$ cat src/rtl/char_cnt_timer.sv
// Character-count timer: counts qualifying UART bytes up to a target and
// reports how many clock cycles the measurement took, with an optional timeout.
module char_cnt_timer #(
   parameter int unsigned CNT_W       = 16,
   parameter int unsigned TIME_W      = 32,
   parameter int unsigned TIMEOUT_CYC = 0
) (
   input  logic              clk,
   input  logic              rst,
   input  logic              start,
   input  logic [CNT_W-1:0]  target_cnt,
   input  logic              match_en,
   input  logic [7:0]        match_char,
   input  logic              rx_valid,
   input  logic [7:0]        rx_data,
   output logic              busy,
   output logic              done,
   output logic              done_pulse,
   output logic              timeout,
   output logic [CNT_W-1:0]  char_count,
   output logic [TIME_W-1:0] elapsed
);

   typedef enum logic [1:0] {
      S_IDLE,
      S_COUNT,
      S_DONE,
      S_TIMEOUT
   } state_t;

   localparam logic              TO_EN   = (TIMEOUT_CYC != 0);
   localparam logic [TIME_W-1:0] TO_VAL  = TIME_W'(TIMEOUT_CYC);
   localparam logic [TIME_W-1:0] TO_LAST = TIME_W'(TIMEOUT_CYC - 1);
   localparam logic [TIME_W-1:0] EL_MAX  = {TIME_W{1'b1}};

   state_t              state_q;
   logic [CNT_W-1:0]    cnt_q;
   logic [TIME_W-1:0]   el_q;
   logic [CNT_W-1:0]    target_q;
   logic                men_q;
   logic [7:0]          mchar_q;
   logic                busy_q;
   logic                done_q;
   logic                pulse_q;
   logic                timeout_q;

   logic                qualify;
   logic                cnt_inc;
   logic                complete;
   logic                to_hit;
   logic [CNT_W-1:0]    cnt_d;
   logic [TIME_W-1:0]   el_d;

   // NOTE: every signal is assigned unconditionally here, so no latch can be inferred.
   always_comb begin
      qualify  = rx_valid && (!men_q || (rx_data == mchar_q));
      cnt_d    = cnt_q + CNT_W'(1);
      // A zero target finishes on the first COUNT edge without counting anything.
      cnt_inc  = qualify && (target_q != '0);
      complete = (target_q == '0) || (qualify && (cnt_d == target_q));
      to_hit   = TO_EN && (el_q == TO_LAST);
      el_d     = (el_q == EL_MAX) ? el_q : el_q + TIME_W'(1);
   end

   // NOTE: sequential state uses non-blocking assignments so all registers update together.
   always_ff @(posedge clk) begin
      if (rst) begin
         state_q   <= S_IDLE;
         cnt_q     <= '0;
         el_q      <= '0;
         target_q  <= '0;
         men_q     <= 1'b0;
         mchar_q   <= '0;
         busy_q    <= 1'b0;
         done_q    <= 1'b0;
         pulse_q   <= 1'b0;
         timeout_q <= 1'b0;
      end else begin
         pulse_q <= 1'b0;
         if (start) begin
            state_q   <= S_COUNT;
            cnt_q     <= '0;
            el_q      <= '0;
            target_q  <= target_cnt;
            men_q     <= match_en;
            mchar_q   <= match_char;
            busy_q    <= 1'b1;
            done_q    <= 1'b0;
            timeout_q <= 1'b0;
         end else begin
            unique case (state_q)
               S_COUNT: begin
                  if (cnt_inc) cnt_q <= cnt_d;
                  // Completion outranks timeout; elapsed freezes on the completing edge.
                  if (complete) begin
                     state_q <= S_DONE;
                     busy_q  <= 1'b0;
                     done_q  <= 1'b1;
                     pulse_q <= 1'b1;
                  end else if (to_hit) begin
                     state_q   <= S_TIMEOUT;
                     busy_q    <= 1'b0;
                     timeout_q <= 1'b1;
                     el_q      <= TO_VAL;
                  end else begin
                     el_q <= el_d;
                  end
               end
               S_IDLE, S_DONE, S_TIMEOUT: begin
                  state_q <= state_q;
               end
               default: state_q <= S_IDLE;
            endcase
         end
      end
   end

   assign busy       = busy_q;
   assign done       = done_q;
   assign done_pulse = pulse_q;
   assign timeout    = timeout_q;
   assign char_count = cnt_q;
   assign elapsed    = el_q;

`ifndef SYNTHESIS
   status_exclusive: assert property (@(posedge clk) $onehot0({busy_q, done_q, timeout_q}));
`endif

endmodule

$ cat config.mk
export PLATFORM = sky130hd
export DESIGN_NAME = char_cnt_timer
export DESIGN_NICKNAME = d
export VERILOG_FILES = /design/src/rtl/char_cnt_timer.sv
export SDC_FILE = /design/constraint.sdc
export NUM_CORES = 1
export LEC_CHECK = 0
export BUFFER_PORTS_ARGS = -buffer_cell sky130_fd_sc_hd__buf_2
export CAP_MARGIN = 10
export CORE_UTILIZATION = 55
export CTS_CLUSTER_DIAMETER = 40
export DETAILED_ROUTE_END_ITERATION = 16
export GPL_TIMING_DRIVEN = 1
export MAX_ROUTING_LAYER = met4
export PLACE_DENSITY = 0.78
export SETUP_SLACK_MARGIN = 0.1
export SLEW_MARGIN = 20
export SYNTH_ARGS = -nofsm -noshare
export SYNTH_HDL_FRONTEND = slang
export SYNTH_SLANG_ARGS = --single-unit
export TNS_END_PERCENT = 5
$ cat constraint.sdc
create_clock -name clk -period 3.6 [get_ports clk]
set_input_delay 0.9 -clock clk [delete_from_list [all_inputs] [get_ports clk]]
set_output_delay 0.9 -clock clk [all_outputs]
set_load 0.05 [all_outputs]
* Word-level counts from Yosys, hierarchy flattened
Cells that the tools add are included.
Operators by class: $add $sub $neg 2, eq/ne operators 9, mux-type cells 7, bitwise operators 4, reduce and logical (&&, ||, !) cells 20
Operator list (number):
- adder 32 x 1 -> 32 bit (second input constant) | 1
- == test 32 bit (second input constant) | 1
- adder 16 x 1 -> 16 bit (second input constant) | 1
- == test 16 bit | 1
- logical NOT 16 bit | 1
- nonzero test 16 bit | 1
- AND reduction 2 bit | 5
- == test 8 bit | 1
- OR reduction 3 bit | 2
- two-way mux 1 bit | 5
- == test 2 bit (second input constant) | 2
- two-way mux 2 bit | 2
- != test 2 bit (second input constant) | 2
- NOT 1 bit | 4
- nonzero test 2 bit | 2
- logical AND 1 bit | 3
- != test 3 bit (second input constant) | 1
- AND reduction 3 bit | 1
- == test 2 x 1 -> 1 bit (second input constant) | 1
- logical NOT 2 bit | 1
- logical OR 1 bit | 2
- OR reduction 2 bit | 1
- logical NOT 1 bit | 1
Word-level totals: flip-flop bits (word level) 78, logic and storage cells 52

* Depth between registers and ports, before layout
depth after elaboration 8, depth in mapped cells 11, mapped depth without buffers 9

* Worst setup path after synthesis
OpenSTA, ideal clock, no wires.
kind register to register, start point reg cnt_q[0] (netlist: char_count[0]), end point reg busy_q (netlist: busy), setup time 0.120 ns, arrival time 2.978 ns, path slack 0.502 ns, cell stages (with the launch flop) 11, buffers on the path 1, period minus slack after synthesis 3.098 ns, path through dfxtp_1 -> ha_1 -> nand4_4 -> nor3_4 -> mux2_1 -> mux2i_1 -> nand3_1 -> nor4_4 -> buf_6 -> nor2_1 -> o31a_1
On the way: word-level cells in the longest chain between the ends 6
RTL lines:
- from (decl) | line 37 | logic [CNT_W-1:0] cnt_q;
- from (signal assigned) | line 93 | if (cnt_inc) cnt_q <= cnt_d;
- adder 16 x 1 -> 16 bit | line 57 | cnt_d = cnt_q + CNT_W'(1);
- == test 16 bit | line 60 | complete = (target_q == '0) || (qualify && (cnt_d == target_q));
- logical AND 1 bit | line 60
- logical OR 1 bit | line 60
- nonzero test 2 bit (no source line)
- AND reduction 2 bit (no source line)
- to (signal assigned) | line 74 | busy_q <= 1'b0;
- to (signal assigned) | line 87 | busy_q <= 1'b1;
- to (signal assigned) | line 97 | busy_q <= 1'b0;
- to (decl) | line 42 | logic busy_q;
Every way passes these cells. A chain may end at the register's enable or synchronous reset.

* Worst setup path in the final report
start point reg cnt_q[0] (netlist: char_count[0]), end point reg state_q[0]
On the way: word-level cells in the longest chain between the ends 6
RTL lines:
- adder 16 x 1 -> 16 bit | line 57
- == test 16 bit | line 60
- logical AND 1 bit | line 60
- logical OR 1 bit | line 60
- != test 3 bit (no source line)
- AND reduction 2 bit (no source line)
- to (signal assigned) | line 110 | state_q <= state_q;
- to (decl) | line 36 | state_t state_q;
Every way passes these cells.

==> impl_metrics.yaml <==
logic_synthesis:
  yosysWarnings: 0
  synth_cell_types: 56
  syn-num-nets: 517
  syn_inst: 478
  synth.top_cell.area_share_pct: 37.33
  synth_top_area_cell: "dfxtp_1"
  ys_seq_area_share_pct: 37.33
  synth_top_flop_cell: "dfxtp_1"
  synth_most_common_cell: "dfxtp_1"
  ys_ff_latch: 78
  syn_avg_cell_area_um2: 8.751
  syn_area_um2: 4183
  async_reset_ff_share_pct: 0
  synthTopCellsByArea: "dfxtp_1 (37%), mux2i_1 (7.4%), xnor2_1 (5.7%)"
  synthTopCellsByCount: "dfxtp_1 (78), nor2_1 (52), nand2_1 (32), mux2i_1 (31), a21oi_1 (28)"
  synth-edff-count: 0
global_route:
  grt-ovfl-total: 0
  grt_max_degree: 62
  antenna_found_initial: 0
  grt_pass1_vias: 3450
  grt_pass1_wl_um: 15750
  grt_use_total_pct: 26.01
floorplanning:
  ios: 89
  dieWidth_um: 89.21
  die_h_um: 89.21
  start_util_pct: 57.36
  core_um2: 7292
  rows: 31
  die-area_um2: 7958
clock_network:
  holdBufCountCts: 0
  path_clk_slew_ns: 0.08
  postCtsSetupBuffers: 0
  cts_tree: "yes"
  cts-root-buf: "clkbuf_8"
  worstSkewPairLatency_ns: 0.35
  htree_levels: 3
  cts_num_sinks: 78
  cts-buffers-inserted: 9
  cts_resized: 0
  clk_path_buf_depth: 2
cells_and_area:
  fin_area_um2: 4838
  finalNetCount: 586
  antenna_cells: 0
  layout.cells.non_filler: 651
  drive_gt1_share_pct: 22.46
  syn_to_final_growth_pct: 15.67
power:
  ir_drop_uv: 227.7
  leakage_nw: 1.902
  power_density_nw_per_um2: 377.2
run_status:
  run_status: "finished, final reports clean"
critical_path:
  cp.required_ns: 3.83
  cp-start-kind: "flop"
  crit_fanout: 61
  arrival_ns: 3.23
  crit_path_top_delay_cell: "dfxtp_1"
  critPathCaptureType: "flop"
  cp_slowest_stage_delay_ns: 0.47
  crit_type: "reg -> reg"
  crit_path_cell_trace: "ha_1 -> nand4_4 -> nor3_4 -> mux2_1 -> mux2i_1 -> nand3_1 -> nor4_4 -> buf_12 -> nor2_1 -> o31a_1"
sta:
  grt_setup_unrepaired: "false"
  final_max_slew_viol_count: 0
  fin_worst_skew_ns: 0.008743
  layout_worst_path_cycle_share_pct: 83.32
  period_needed_ns: 3.000
  finalHoldViolCount: 0
  max_freq_mhz: 333.4
  setup_tns_ns: 0
  worstMarginPinSlew_ns: 0.8692
  max_slew_margin_pct: 42.05
  setup_viol: 0
  fin_ws_ns: 0.6004
placement:
  place_hpwl_um: 6722
  place_ws_ns: 0.6481
  io_buffers: 87
  placedCellCount: 635
  post_dp_cell_area_um2: 4604
  gp_congestion: 0.9184
detailed_routing:
  via_count: 3799
  routedWlPerCell_um: 14.61
  drc: 0
  routed_via_density: 5.836
  dr.pass1.iters: 4
  ant_nets: 0
  wirelength_um: 9511
  drt_iter0_markers: 158
run:
  cap_violations: 0
min_path:
  hp-class: "reg -> reg"
-- power breakdown --
group	internal (mW)	switching [mW]	leakage, nW	total (mW)
Sequential	0.882	0.0202	0.634	0.902
Combinational	0.0664	0.0949	1.15	0.161
Clock	0.447	0.315	0.120	0.762
-- cell type report --
class | count | area, µm²
Fill cell | 665 | 2454
Inverter | 4 | 15.01
Sequential cell | 78 | 1562
Tap cell | 99 | 123.9
Clock buffer | 13 | 168.9
Multi-Input combinational cell | 363 | 2426
Clock inverter | 3 | 65.06
Timing Repair Buffer | 91 | 478.0
-- routing by layer --
| layer | up-vias | wire, µm | global-route usage, % |
|---|---|---|---|
| li1 | 1886 | - | - |
| met1 | 1799 | 4468 | 33.11 |
| met2 | 99 | 4487 | 41.01 |
| met3 | 15 | 388 | 5.540 |
| met4 | 0 | 166 | 8.802 |
| met5 | - | 0 | - |
-- path summary, 6_finish.rpt --
check                                                 from                 endpoint  slack [ns]  cells after the start
worst max-delay path            char_count[0]$_SDFFE_PP0P_  state_q[0]$_SDFFE_PP0P_        0.60                     10
worst min-delay path                     done$_SDFFE_PP0P_        done$_SDFFE_PP0P_        0.47                      2
worst min register to register           done$_SDFFE_PP0P_        done$_SDFFE_PP0P_        0.47                      2
worst max register to register  char_count[0]$_SDFFE_PP0P_  state_q[0]$_SDFFE_PP0P_        0.60                     10
-- cell families after synthesis --
kind of cell             after synthesis  synth area share (%)
other                                  1               0.08965
flip-flops                            78                 37.33
XOR/XNOR                              41                 8.585
AND/OR/NAND/NOR                      208                 28.66
multiplexers                          32                 7.688
adder cells (fa/ha/maj)                2                0.5982
buffers and inverters                 37                 4.666
AO/OA/AOI/OAI                         79                 12.38
-- cells in the final DEF (no fill, tap or decap), drive strengths merged, types with 3 or more instances in the layout --
cell type	n
buf	91
and3	12
or3	11
o31ai	22
nand2	33
or4	22
xor2	14
o31a	3
xnor2	27
o21ai	12
mux2i	31
and4	8
a21oi	31
nand4	13
inv	4
dfxtp	78
clkbuf	13
nor4	10
nand2b	4
nand3	24
nor3	6
nor2	53
-- registers in the layout (all words and copies together) (netlist names) --
name and count:
char_count 16, mchar_q 8, done 1, busy 1, elapsed 32, state_q 2, target_q 16, men_q 1
done_pulse 1
-- metrics by stage --
stage / total power [mW] / hold slack, ns / utilization (%)
3_5_place_dp: 1.082 / 0.4585 / 63.14
4_1_cts: 1.840 / 0.4750 / 66.35
3_3_place_gp: 1.076 / 0.4521 / 63.14
5_1_grt: 1.898 / 0.5021 / 66.35
6_report: 1.825 / 0.4735 / 66.35
2_1_floorplan: 1.036 / 0.4393 / -
-- critical path: cells and delay by family (launching register included) --
kind                     cells  cell delay, ns
flip-flops                   1            0.47
adder cells (fa/ha/maj)      1            0.37
multiplexers                 2            0.50
AO/OA/AOI/OAI                1            0.25
AND/OR/NAND/NOR              5            1.03
buffers and inverters        1            0.27
(Power assumes the default switching activity.)
